<file path="src/rtl/cond_flags_gen.sv">
// cond_flags_gen
//   Multi-cycle magnitude comparator. It produces a one-hot lt/eq/gt flag
//   triple for the ALU condition checker. Operands are compared MSB-first,
//   DIGIT bits per cycle. The scan stops at the first digit that differs.
//   BUS_WIDTH must be an integer multiple of DIGIT.
//
// Parameters
//   BUS_WIDTH  operand width in bits
//   DIGIT      bits examined per cycle
//   SIGNED     1 = two's-complement compare, 0 = unsigned compare
//
// Ports
//   clk        rising-edge clock
//   rst        synchronous, active-high reset
//   in_valid   operands a/b valid
//   in_ready   operands can be accepted (high only while idle)
//   a, b       operands
//   out_valid  lt/eq/gt hold a fresh result
//   out_ready  consumer accepts the result
//   busy       scan in progress or result pending
//   lt/eq/gt   a < b, a == b, a > b. They hold their value until the next
//              result replaces them.
module cond_flags_gen #(
  parameter int BUS_WIDTH = 8,
  parameter int DIGIT     = 1,
  parameter int SIGNED    = 1
) (
  input  logic                 clk,
  input  logic                 rst,
  input  logic                 in_valid,
  output logic                 in_ready,
  input  logic [BUS_WIDTH-1:0] a,
  input  logic [BUS_WIDTH-1:0] b,
  output logic                 out_valid,
  input  logic                 out_ready,
  output logic                 busy,
  output logic                 lt,
  output logic                 eq,
  output logic                 gt
);

  localparam int N  = BUS_WIDTH / DIGIT;
  localparam int CW = (N > 1) ? $clog2(N) : 1;

  // Flipping the sign bit maps two's-complement order onto unsigned order.
  // The scan itself can then always be an unsigned compare.
  localparam logic [BUS_WIDTH-1:0] MSB_FLIP =
    (SIGNED != 0) ? (BUS_WIDTH'(1) << (BUS_WIDTH - 1)) : '0;

  typedef enum logic [1:0] {
    IDLE,
    SCAN,
    DONE
  } state_t;

  state_t               state;
  logic [BUS_WIDTH-1:0] sh_a;
  logic [BUS_WIDTH-1:0] sh_b;
  logic [CW-1:0]        cnt;
  logic [DIGIT-1:0]     dig_a;
  logic [DIGIT-1:0]     dig_b;

  always_comb begin
    dig_a = sh_a[BUS_WIDTH-1 -: DIGIT];
    dig_b = sh_b[BUS_WIDTH-1 -: DIGIT];
  end

  always_ff @(posedge clk) begin
    if (rst) begin
      state     <= IDLE;
      in_ready  <= 1'b1;
      out_valid <= 1'b0;
      busy      <= 1'b0;
      lt        <= 1'b0;
      eq        <= 1'b0;
      gt        <= 1'b0;
      sh_a      <= '0;
      sh_b      <= '0;
      cnt       <= '0;
    end else begin
      case (state)
        IDLE: begin
          if (in_valid && in_ready) begin
            sh_a     <= a ^ MSB_FLIP;
            sh_b     <= b ^ MSB_FLIP;
            cnt      <= '0;
            in_ready <= 1'b0;
            busy     <= 1'b1;
            state    <= SCAN;
          end
        end
        SCAN: begin
          if (dig_a != dig_b) begin
            lt        <= (dig_a < dig_b);
            gt        <= (dig_a > dig_b);
            eq        <= 1'b0;
            out_valid <= 1'b1;
            state     <= DONE;
          end else if (cnt == CW'(N - 1)) begin
            lt        <= 1'b0;
            gt        <= 1'b0;
            eq        <= 1'b1;
            out_valid <= 1'b1;
            state     <= DONE;
          end else begin
            sh_a <= sh_a << DIGIT;
            sh_b <= sh_b << DIGIT;
            cnt  <= cnt + CW'(1);
          end
        end
        DONE: begin
          if (out_ready) begin
            out_valid <= 1'b0;
            busy      <= 1'b0;
            in_ready  <= 1'b1;
            state     <= IDLE;
          end
        end
        default: begin
          state     <= IDLE;
          in_ready  <= 1'b1;
          out_valid <= 1'b0;
          busy      <= 1'b0;
        end
      endcase
    end
  end

endmodule

</file>
<file path="config.mk">
export PLATFORM = sky130hd
export DESIGN_NAME = cond_flags_gen
export DESIGN_NICKNAME = d
export VERILOG_FILES = /design/src/rtl/cond_flags_gen.sv
export SDC_FILE = /design/constraint.sdc
export NUM_CORES = 1
export LEC_CHECK = 0
export BUFFER_PORTS_ARGS = -buffer_cell sky130_fd_sc_hd__buf_4
export CAP_MARGIN = 20
export CORE_AREA = 5 5 61 63
export CTS_BUF_LIST = sky130_fd_sc_hd__clkbuf_16
export DETAILED_ROUTE_END_ITERATION = 16
export DIE_AREA = 0 0 66 68
export PLACE_DENSITY_LB_ADDON = 0.25
export SLEW_MARGIN = 25
export SYNTH_ARGS = -nofsm -noshare
export SYNTH_HDL_FRONTEND = slang
export SYNTH_SLANG_ARGS = --single-unit
</file>
<file path="constraint.sdc">
create_clock -name clk -period 2.25 [get_ports clk]
set_input_delay 0.45 -clock clk [delete_from_list [all_inputs] [get_ports clk]]
set_output_delay 0.45 -clock clk [all_outputs]
set_load 0.01 [all_outputs]
</file>
# After elaboration in Yosys (flattened, before gate mapping)
# Index checks and enable logic that the tools add are counted.
dict set report classes {
  add_sub_neg 1
  n_lt_le_gt_ge 2
  n_eq_ne 9
  muxes 30
  n_bitwise 4
  n_reduce_logical 9
}
# cell n
set op_table {}
lappend op_table {{$mux 8} 6}
lappend op_table {{$pmux 8 s2} 2}
lappend op_table {{$mux 1} 10}
lappend op_table {{$mux 3} 3}
lappend op_table {{$pmux 1 s3} 3}
lappend op_table {{$reduce_and 3->1} 3}
lappend op_table {{$mux 2} 4}
lappend op_table {{$ne 2x2->1 const B} 4}
lappend op_table {{$pmux 2 s3} 1}
lappend op_table {{$pmux 3 s2} 1}
lappend op_table {{$not 1->1} 4}
lappend op_table {{$reduce_and 4->1} 1}
lappend op_table {{$reduce_bool 2->1} 2}
lappend op_table {{$add 3x1->3 const B} 1}
lappend op_table {{$eq 3x3->1 const B} 1}
lappend op_table {{$ne 3x3->1 const B} 1}
lappend op_table {{$eq 2x1->1 const B} 1}
lappend op_table {{$eq 2x2->1 const B} 1}
lappend op_table {{$logic_not 2->1} 1}
lappend op_table {{$reduce_and 2->1} 1}
lappend op_table {{$gt 1x1->1} 1}
lappend op_table {{$logic_and 1x1->1} 1}
lappend op_table {{$lt 1x1->1} 1}
lappend op_table {{$ne 1x1->1} 1}
dict set report word_totals {
  reg_bits 27
  input_bits 20
  output_inout_bits 6
  word_cells 65
}

# Longest topological paths before layout
# Gate-level depths: netlist of the first run.
dict set report depth {
  word_depth 4
  mapped_depth 7
}

# Least setup slack after synthesis of the first run
# No wires, ideal clock.
dict set report synth_path {
  path_kind {reg2reg}
  from {reg cnt[0]}
  to {reg sh_a[1]}
  setup_time_ns 0.141
  arrival_time_ns 1.415
  required_ns 2.109
  slack_ns 0.694
  path_stages_with_launch 8
  period_less_slack_ns 1.556
  cell_sequence {dfxtp_1 > ha_1 > ha_1 > nand4bb_1 > buf_4 > nand2_1 > buf_4 > a311oi_2}
}
dict set report synth_via {
  elab_chain_len 3
}
# item line_no
set synth_lines {}
lappend synth_lines {{from (decl)} 59} ;# logic [CW-1:0] cnt;
lappend synth_lines {{from (signal assigned)} 108} ;# cnt <= cnt + CW'(1);
lappend synth_lines {{$eq 3x3->1} 99} ;# end else if (cnt == CW'(N - 1)) begin
lappend synth_lines {{$ne 2x2->1 (no source line)} --}
lappend synth_lines {{$reduce_and 4->1 (no source line)} --}
lappend synth_lines {{to (signal assigned)} 84} ;# sh_a <= a ^ MSB_FLIP;
lappend synth_lines {{to (signal assigned)} 106} ;# sh_a <= sh_a << DIGIT;
lappend synth_lines {{to (decl)} 57} ;# logic [BUS_WIDTH-1:0] sh_a;
# No other way between the ends.
# A chain may end at the register's enable or synchronous reset.

# Final worst setup path of the first run
dict set report layout_path {
  from {reg cnt[0]}
  to {reg sh_a[2]}
}
# The elaborated chain is that of the path after synthesis.

==> results of run 1 <==
-- cells in the mapped netlist (all sizes together) --
library cell	n	share of area, %
a21o	2	1.0
or3b	2	1.2
o21bai	1	0.51
inv	2	0.51
a221o	2	1.4
and2b	1	0.51
buf	14	7.8
nand4bb	2	1.5
o21ai	2	0.69
a21oi	14	4.8
and4bb	2	2.0
nand3	9	3.1
nand2	28	7.2
nor3	13	7.9
ha	4	3.4
nand3b	1	0.51
o2bb2ai	1	0.60
dfxtp	27	37
nor3b	2	1.0
o211ai	2	1.0
nand2b	6	2.6
clkbuf	1	0.26
nor2b	1	0.43
o21a	1	0.51
a311oi	12	11
nor2	2	0.51
or2	1	0.43
-- routing by layer --
metal  up-vias  GRT usage [%]
met5         -              0
met1       558          19.58
li1        590              -
met2        27          26.16
met4         0          6.091
met3         5          2.463
-- area by class of cell --
type                            instances  area share, %
Timing Repair Buffer                   27          12.06
Tap cell                               46          3.425
Clock buffer                            3          4.468
Sequential cell                        27          32.17
Inverter                                2         0.4468
Multi-Input combinational cell        111          47.21
Clock inverter                          1         0.2234
-- through the flow --
| stage | instances | util [%] | setup WS (ps) | instance area, um2 | total power, mW |
|---|---|---|---|---|---|
| after floorplan | 155 | - | 694.4 | 1459 | 0.9802 |
| after global placement | 213 | 50.37 | 457.8 | 1602 | 1.030 |
| after detailed placement | 213 | 50.37 | 393.9 | 1602 | 1.047 |
| after CTS | 217 | 52.85 | 376.5 | 1680 | 1.448 |
| after global routing | 217 | 52.85 | 205.3 | 1680 | 1.528 |
| final | 217 | 52.85 | 399.5 | 1680 | 1.435 |
-- tightest hold or removal path, delay by kind of cell --
kind / cells / cell delay, ps
compound gates: 1 / 50
buf+inv: 1 / 110
simple gates: 1 / 40
-- sequential cells by signal, summed over array words and instances (netlist names), 2 cells and up --
register  count
cnt           3
sh_a          8
sh_b          8
state         2
-- cell usage in the layout, fill, tap and decap left out, types with 2 or more instances in the layout --
master and n:
a21o_1 2, a21oi_1 14, a221o_1 2, a311oi_1 2, a311oi_2 10, buf_4 27
clkbuf_16 3, dfxtp_1 27, ha_1 4, inv_1 3, nand2_1 28, nand2b_1 6
nand3_1 9, nand4bb_1 2, nor2_1 2, nor3_1 3, nor3_2 10, nor3b_1 2
o211ai_1 2, o21ai_0 2, or3b_1 2
-- worst max path at each step --
stage	startpoint	end	slack, ps	cells past startpoint
CTS	cnt[0]$_SDFFE_PP0P_	sh_a[2]$_SDFFE_PP0P_	380	6
global placement	cnt[0]$_SDFFE_PP0P_	sh_a[3]$_SDFFE_PP0P_	460	6
global route	cnt[0]$_SDFFE_PP0P_	sh_a[2]$_SDFFE_PP0P_	210	6
finish	cnt[0]$_SDFFE_PP0P_	sh_a[2]$_SDFFE_PP0P_	400	6
detailed placement	cnt[0]$_SDFFE_PP0P_	sh_a[2]$_SDFFE_PP0P_	390	6
floorplan	cnt[0]$_SDFFE_PP0P_	sh_a[1]$_SDFFE_PP0P_	690	7
-- cell families after synthesis --
kind of cell             Yosys count
AO/OA/AOI/OAI                     37
flip-flops                        27
adder cells (fa/ha/maj)            4
buffers and inverters             17
AND/OR/NAND/NOR                   70
-- power groups by stage --
stage | Combinational (mW) | Clock, mW | Sequential, mW
6_report | 0.425 | 0.402 | 0.608
5_1_grt | 0.474 | 0.436 | 0.618
4_1_cts | 0.431 | 0.409 | 0.608
3_5_place_dp | 0.429 | 0 | 0.618
3_3_place_gp | 0.415 | 0 | 0.615
2_1_floorplan | 0.379 | 0 | 0.602
==> impl_metrics.tcl, run 1 <==
set metrics [dict create \
    status "finished, final reports clean" \
    hold-path-cell-count 3 \
    rsz0062_at_grt "no" \
    rows 21 \
    numCtsBuffers 3 \
    synth_xor_xnor_area_share_pct 0 \
    clock_path_buffers 2 \
    intPower_uw 979.6 \
    antennaDiodeCount 0 \
    reg2reg_from "cnt[0]$_SDFFE_PP0P_" \
    synth_cell_types 34 \
    p_comb_share_pct 29.6 \
    setup-tns-final_ps 0 \
    drc 0 \
    cts_setup_buffers 0 \
    die_x_um 66 \
    htreeDepth 1 \
    yosys_warnings 0 \
    cp_top_family "simple AND/OR/NAND/NOR gates" \
    hold_end "sh_b[0]$_SDFFE_PP0P_" \
    critical_path_class "reg -> reg" \
    cp_max_fo 12 \
    setup_viol 0 \
    avgSynthCellArea_um2 9.412 \
    ff_latch_area_um2 540.5 \
    synth_top_family_by_area "simple AND/OR/NAND/NOR gates" \
    switching_power_uw 455.4 \
    slowest_stage "nand4bb_1" \
    area_growth_pct 15.18 \
    synthAdderAreaFrac_pct 3.431 \
    cap_violations 0 \
    track_usage_pct 15.40 \
    worstMarginPinSlew_ps 651.4 \
    synthMuxAreaShare_pct 0 \
    cts.sinks 27 \
    top_layer "met4" \
    cp_cell_sequence "ha_1, ha_1, nand4bb_1, nand2_1, buf_4, a311oi_2" \
    viasPerCell 5.438 \
    critPathMaxStageDelay_ps 440 \
    cts_resized 0 \
    cts_tree "yes" \
    root_buffer "clkbuf_16" \
    grt_max_degree 28 \
    place_congestion 0.7221 \
    end_kind "register" \
    syn_inst 155 \
    seq_power_share_pct 42.4 \
    ir_drop_uv 422.6 \
    synth_compound_area_share_pct 22.04 \
    wirelength_mm 3.097 \
    hold_path_class "in -> reg" \
    cp.required_ps 2390 \
    overflow 0 \
    post-route-min-period_ps 1850 \
    hold_buffers 0 \
    multi_input_area_um2 793.3 \
    dr.first_iter.drc_count 48 \
    skew_ps 6.885 \
    reg2reg_slack_ps 400 \
    min_from "b[0]" \
    fill_cells 301 \
    crit_buf_inv 1 \
    final_layout_size_suffix_gt1_share_pct 30.41 \
    leakage_nw 0.6555 \
    clockPowerShare_pct 28.0 \
    wire_per_inst_um 14.27 \
    synth_area_um2 1459 \
    core_um2 3179 \
    p_per_area_nw_per_um2 854.0 \
    met1_length_mm 1.435 \
    rr_worst_depth 6 \
    clkTransAtPathRegs_ps 70 \
    fp.dieH_um 68 \
    slew_headroom_pct 56.58 \
    grt_pass1_vias 1146 \
    max_freq_mhz 540.4 \
    clkLatencyLatePin_ps 260 \
    nets 196 \
    ys_seq_elements 27 \
    dpl.hpwl_mm 2.128 \
    cp_common_cell "ha_1" \
    cp.arrival_ps 1990 \
    pin_count 26 \
    grt_pass1_wl_mm 5.319 \
    drv_slew 0 \
    yosysSeqAreaShare_pct 37.05 \
    ant_nets 0 \
    initial_core_util_pct 45.89 \
    die_area_um2 4488 \
    synth-simple-area-share_pct 28.90 \
    finalHoldViolCount 0 \
    timing.rr.end "sh_a[2]$_SDFFE_PP0P_" \
    cp-start-kind "register" \
    antenna_found_initial 0 \
    synth_nets 179 \
    drt_first_pass_iters 4 \
    dr_wl_met2_mm 1.471 \
    p_sw_share_pct 31.74 \
    io_buffers 25 \
    via_count 1180 \
    dr_wl_met3_um 145 \
    fin_crit_sh_pct 82.24 \
    whs_ps 442.2 \
]
Note: power is estimated with default switching activity, not from simulation.
==> run 2: changes to the inputs <==
==> constraint.sdc (replaced) <==
create_clock -name clk -period 1.75 [get_ports clk]
set_input_delay 0.35 -clock clk [delete_from_list [all_inputs] [get_ports clk]]
set_output_delay 0.35 -clock clk [all_outputs]
set_load 0.01 [all_outputs]
==> run 2 against run 1 <==
Compared with the run above: hold slack lost 110 ps; die area is the same; combinational power grew 45%; critical path depth shrank 1; clock-buffer cell count is the same; critical path type unchanged; highest routed layer unchanged.
==> impl_metrics.tcl, run 2 (same netlist as run 1, synthesis figures left out) <==
set metrics [dict create \
    dr_wl_met2_mm 1.498 \
    antennaDiodeCount 0 \
    viasPerCell 5.402 \
    rsz0062_at_grt "no" \
    grt_pass1_wl_mm 5.347 \
    wirelength_mm 3.162 \
    die_area_um2 4488 \
    total_power_mw 1.929 \
    final_common_cell "buf_4" \
    rows 21 \
    met1_length_mm 1.478 \
    hold_end "sh_a[0]$_SDFFE_PP0P_" \
    fp.dieH_um 68 \
    skew_ps 5.177 \
    dpl.hpwl_mm 2.173 \
    cts_setup_buffers 0 \
    cp_cell_sequence "ha_1, ha_1, nand4bb_2, a221o_1, a21oi_1" \
    drv_slew 0 \
    numCtsBuffers 3 \
    top_layer "met4" \
    die_x_um 66 \
    root_buffer "clkbuf_16" \
    cp_common_cell "ha_1" \
    cp_max_fo 7 \
    finish.instance_area_um2 1757 \
    ff_latch_area_um2 540.5 \
    timing.rr.end "sh_a[7]$_SDFFE_PP0P_" \
    leakage_nw 0.6905 \
    p_per_area_nw_per_um2 1098 \
    dr.first_iter.drc_count 62 \
    final_layout_size_suffix_gt1_share_pct 34.27 \
    setup_viol 0 \
    slew_headroom_pct 71.55 \
    hold-path-cell-count 3 \
    clkLatencyLatePin_ps 270 \
    drc 0 \
    area_growth_pct 20.41 \
    worstMarginPinSlew_ps 426.2 \
    critPathMaxStageDelay_ps 340 \
    finalHoldViolCount 0 \
    clock_path_buffers 2 \
    setup-tns-final_ps 0 \
    rr_worst_depth 5 \
    ant_nets 0 \
    overflow 0 \
    post-route-min-period_ps 1652 \
    cp.arrival_ps 1850 \
    track_usage_pct 15.42 \
    core_um2 3179 \
    ir_drop_uv 550.3 \
    fill_cells 285 \
    final_cell_mix "32 x buf_4, 28 x nand2_1, 27 x dfxtp_1" \
    clkTransAtPathRegs_ps 70 \
    end_kind "register" \
    cap_violations 0 \
    io_buffers 25 \
    worst_slack_ps 97.79 \
    pin_count 26 \
    dpl_cell_area_um2 1659 \
    htreeDepth 1 \
    fin_crit_sh_pct 94.41 \
    reg2reg_from "cnt[0]$_SDFFE_PP0P_" \
    max_freq_mhz 605.2 \
    wire_per_inst_um 14.12 \
    reg_top3 "sh_a x8, sh_b x8, cnt x3" \
    via_count 1210 \
    hold_path_class "in -> reg" \
    cts.sinks 27 \
    drt_first_pass_iters 4 \
    cts_tree "yes" \
    grt_pass1_vias 1183 \
    nets 203 \
    critical_path_class "reg -> reg" \
    antenna_found_initial 0 \
    multi_input_area_um2 810.8 \
    slowest_stage "a221o_1" \
    dr_wl_met3_um 144 \
    status "finished, final reports clean" \
    min_from "a[0]" \
    initial_core_util_pct 45.89 \
    reg2reg_slack_ps 100 \
    place_ws_ps 33.84 \
    place_congestion 0.7901 \
    cp.required_ps 1940 \
    cp-start-kind "register" \
    grt_max_degree 28 \
]
run 2: critical path: cells and delay by family (launching register included):
family	cells	cell delay [ps]
AO/OA/AOI/OAI	2	480
adder cells (fa/ha/maj)	2	440
flip-flops	1	330
AND/OR/NAND/NOR	1	330
run 2: repair_timing:
action                     CTS  global route
resized for setup            0             1
setup endpoints to repair    0             8
hold buffers                 0             0
run 2: how the worst max path moves through the flow:
stage	start	end	slack [ps]	depth (start not counted)
2_1_floorplan	cnt[0]$_SDFFE_PP0P_	sh_a[1]$_SDFFE_PP0P_	190	7
5_1_grt	cnt[0]$_SDFFE_PP0P_	sh_a[7]$_SDFFE_PP0P_	7	5
3_5_place_dp	cnt[0]$_SDFFE_PP0P_	sh_b[1]$_SDFFE_PP0P_	30	5
4_1_cts	cnt[0]$_SDFFE_PP0P_	sh_b[1]$_SDFFE_PP0P_	20	5
6_report	cnt[0]$_SDFFE_PP0P_	sh_a[7]$_SDFFE_PP0P_	100	5
3_3_place_gp	cnt[0]$_SDFFE_PP0P_	sh_b[5]$_SDFFE_PP0P_	130	5
run 2: per-layer routing:
| layer | global-route usage (%) | vias to the layer above |
|---|---|---|
| met3 | 3.612 | 5 |
| met5 | 0 | - |
| li1 | - | 609 |
| met4 | 5.330 | 0 |
| met1 | 20.04 | 579 |
| met2 | 25.16 | 17 |
run 2: cell type report:
class | count | area share [%]
clock buffers | 3 | 4.274
multi-input cells | 112 | 46.15
clock inverters | 1 | 0.2849
inverters | 2 | 0.4274
well taps | 46 | 3.276
flip-flops and latches | 27 | 30.77
repair buffers | 33 | 14.81
run 2: report_power, final:
| group | total, mW | switching, mW | internal [mW] | leakage [nW] |
|---|---|---|---|---|
| logic | 0.615 | 0.318 | 0.297 | 0.428 |
| registers | 0.784 | 0.0774 | 0.707 | 0.222 |
| clock network | 0.530 | 0.221 | 0.309 | 0.0409 |
| total | 1.93 | 0.617 | 1.31 | 0.691 |
run 2: stage by stage:
stage	util, %	instances	hold slack (ps)
after floorplan	-	155	443.8
after global placement	52.18	219	456.6
after detailed placement	52.18	219	456.3
after CTS	54.70	223	335.6
after global routing	55.25	224	344.7
final	55.25	224	333.7
==> run 3: changes to the inputs <==
--- a/config.mk
+++ b/config.mk
@@ -5,12 +5,12 @@
 export SDC_FILE = /design/constraint.sdc
 export NUM_CORES = 1
 export LEC_CHECK = 0
-export BUFFER_PORTS_ARGS = -buffer_cell sky130_fd_sc_hd__buf_4
 export CAP_MARGIN = 20
 export CORE_AREA = 5 5 61 63
 export CTS_BUF_LIST = sky130_fd_sc_hd__clkbuf_16
 export DETAILED_ROUTE_END_ITERATION = 16
 export DIE_AREA = 0 0 66 68
+export DONT_BUFFER_PORTS = 1
 export PLACE_DENSITY_LB_ADDON = 0.25
 export SLEW_MARGIN = 25
 export SYNTH_ARGS = -nofsm -noshare
==> run 3 against run 2 <==
Compared with the run above: flip-flop and latch count is the same; register-to-register slack is essentially flat; non-clock buffer count shrank 19; cell area shrank 7.9%; maximum frequency is essentially flat; die area is the same; global-route usage shrank 1.4 points; critical path depth grew 1; hold slack lost 190 ps; utilization shrank 4.4 points; first-iteration DRC count grew 15%; clock skew is essentially flat; largest cell class unchanged.
==> impl_metrics.tcl, run 3 (same netlist as run 1, synthesis figures left out) <==
set metrics [dict create \
    cp_max_fo 9 \
    hold_end "sh_b[4]$_SDFFE_PP0P_" \
    cts_tree "yes" \
    top_layer "met4" \
    clockPowerShare_pct 27.9 \
    antenna_found_initial 0 \
    status "finished, final reports clean" \
    switching_power_uw 585.6 \
    reg2reg_slack_ps 100 \
    cp-start-kind "register" \
    place_congestion 0.7646 \
    numCtsBuffers 3 \
    grt_max_degree 28 \
    track_usage_pct 14.07 \
    post-route-min-period_ps 1652 \
    worstMarginPinSlew_ps 436.2 \
    rr_worst_depth 6 \
    timing.rr.end "sh_b[6]$_SDFFE_PP0P_" \
    max_freq_mhz 605.3 \
    p_per_area_nw_per_um2 1171 \
    leakage_nw 0.5894 \
    drt_first_pass_iters 4 \
    fin_crit_sh_pct 94.40 \
    pin_count 26 \
    final_layout_size_suffix_gt1_share_pct 27.22 \
    rows 21 \
    total_power_mw 1.895 \
    dr_wl_met2_mm 1.294 \
    multi_input_area_um2 812.0 \
    drv_slew 0 \
    reg_top3 "sh_a x8, sh_b x8, cnt x3" \
    hold-path-cell-count 1 \
    finish.instance_area_um2 1618 \
    fill_cells 311 \
    min_from "rst" \
    fp.dieH_um 68 \
    p_sw_share_pct 30.90 \
    drc 0 \
    area_growth_pct 10.89 \
    ir_drop_uv 707.8 \
    critical_path_class "reg -> reg" \
    final_cell_mix "28 x nand2_1, 27 x dfxtp_1, 14 x a21oi_1" \
    dr_wl_met3_um 187 \
    wirelength_mm 2.948 \
    setup-tns-final_ps 0 \
    slew_headroom_pct 70.88 \
    viasPerCell 5.412 \
    clkLatencyLatePin_ps 260 \
    die_x_um 66 \
    final_common_cell "nand2_1" \
    io_buffers 0 \
    die_area_um2 4488 \
    clock_path_buffers 2 \
    root_buffer "clkbuf_16" \
    via_count 1104 \
    reg2reg_from "cnt[0]$_SDFFE_PP0P_" \
    wire_per_inst_um 14.45 \
    dr.first_iter.drc_count 71 \
    initial_core_util_pct 45.89 \
    hold_buffers 0 \
    dpl_cell_area_um2 1471 \
    skew_ps 5.600 \
    ant_nets 0 \
    clkTransAtPathRegs_ps 70 \
    met1_length_mm 1.428 \
    cap_violations 0 \
    hold_path_class "in -> reg" \
    finalHoldViolCount 0 \
    ff_latch_area_um2 540.5 \
    grt_pass1_wl_mm 4.843 \
    seq_power_share_pct 41.6 \
    htreeDepth 1 \
    p_comb_share_pct 30.5 \
    nets 183 \
    final_util_pct 50.89 \
    end_kind "register" \
    setup_viol 0 \
    overflow 0 \
    grt_pass1_vias 1056 \
    intPower_mw 1.309 \
    antennaDiodeCount 0 \
    cp.arrival_ps 1830 \
    dpl.hpwl_mm 2.093 \
    cp.required_ps 1930 \
    core_um2 3179 \
    cts.sinks 27 \
]
[run 3: cell types whose count changed in the layout (fill, tap and decap cells not counted), sizes merged]
cell | before | now
buf | 33 | 14
clkinvlp | 0 | 1
clkinv | 1 | 0
and4bb | 3 | 2
[run 3: metrics by stage]
stage,setup WS (ps),hold slack (ps),cells
after floorplan,194.4,443.8,155
after global placement,125.2,421.2,194
after detailed placement,64.49,422.6,194
after CTS,27.07,137.8,198
after global routing,-2.001,132.8,204
final,97.97,142.8,204
[run 3: how the worst max path moves through the flow]
stage | depth (start not counted) | end | slack, ps | start
3_3_place_gp | 5 | sh_b[1]$_SDFFE_PP0P_ | 130 | cnt[0]$_SDFFE_PP0P_
2_1_floorplan | 7 | sh_a[1]$_SDFFE_PP0P_ | 190 | cnt[0]$_SDFFE_PP0P_
4_1_cts | 5 | sh_b[1]$_SDFFE_PP0P_ | 30 | cnt[0]$_SDFFE_PP0P_
3_5_place_dp | 5 | sh_b[1]$_SDFFE_PP0P_ | 60 | cnt[0]$_SDFFE_PP0P_
6_report | 6 | sh_b[6]$_SDFFE_PP0P_ | 100 | cnt[0]$_SDFFE_PP0P_
5_1_grt | 6 | sh_b[5]$_SDFFE_PP0P_ | -2 | cnt[0]$_SDFFE_PP0P_
[run 3: power by group through the flow]
stage	Sequential (mW)	Combinational, mW	Clock (mW)
3_5_place_dp	0.800	0.531	0
2_1_floorplan	0.774	0.487	0
6_report	0.789	0.577	0.529
5_1_grt	0.801	0.641	0.565
3_3_place_gp	0.798	0.522	0
4_1_cts	0.787	0.533	0.545
[run 3: area by class of cell]
cell class,instances,area share [%]
Tap cell,46,3.558
Inverter,2,0.4640
Clock buffer,3,4.640
Clock inverter,1,0.4640
Multi-Input combinational cell,111,50.19
Sequential cell,27,33.41
Timing Repair Buffer,14,7.270
[run 3: critical path: stages, from the launching register on]
cell	delay [ps]
dfxtp_1	320
ha_1	190
ha_1	230
and4bb_4	390
buf_4	140
nor3_2	40
a311oi_2	240
[run 3: timing repair]
item	CTS	global route
buffers inserted	0	6
setup endpoints to repair	0	4
gates resized for setup	0	3
hold endpoints to repair	0	0
[run 3: layer usage]
metal,up-vias,global-route usage (%)
met3,4,4.926
met1,515,18.54
met5,-,0
met2,23,21.53
met4,0,4.569
li1,562,-
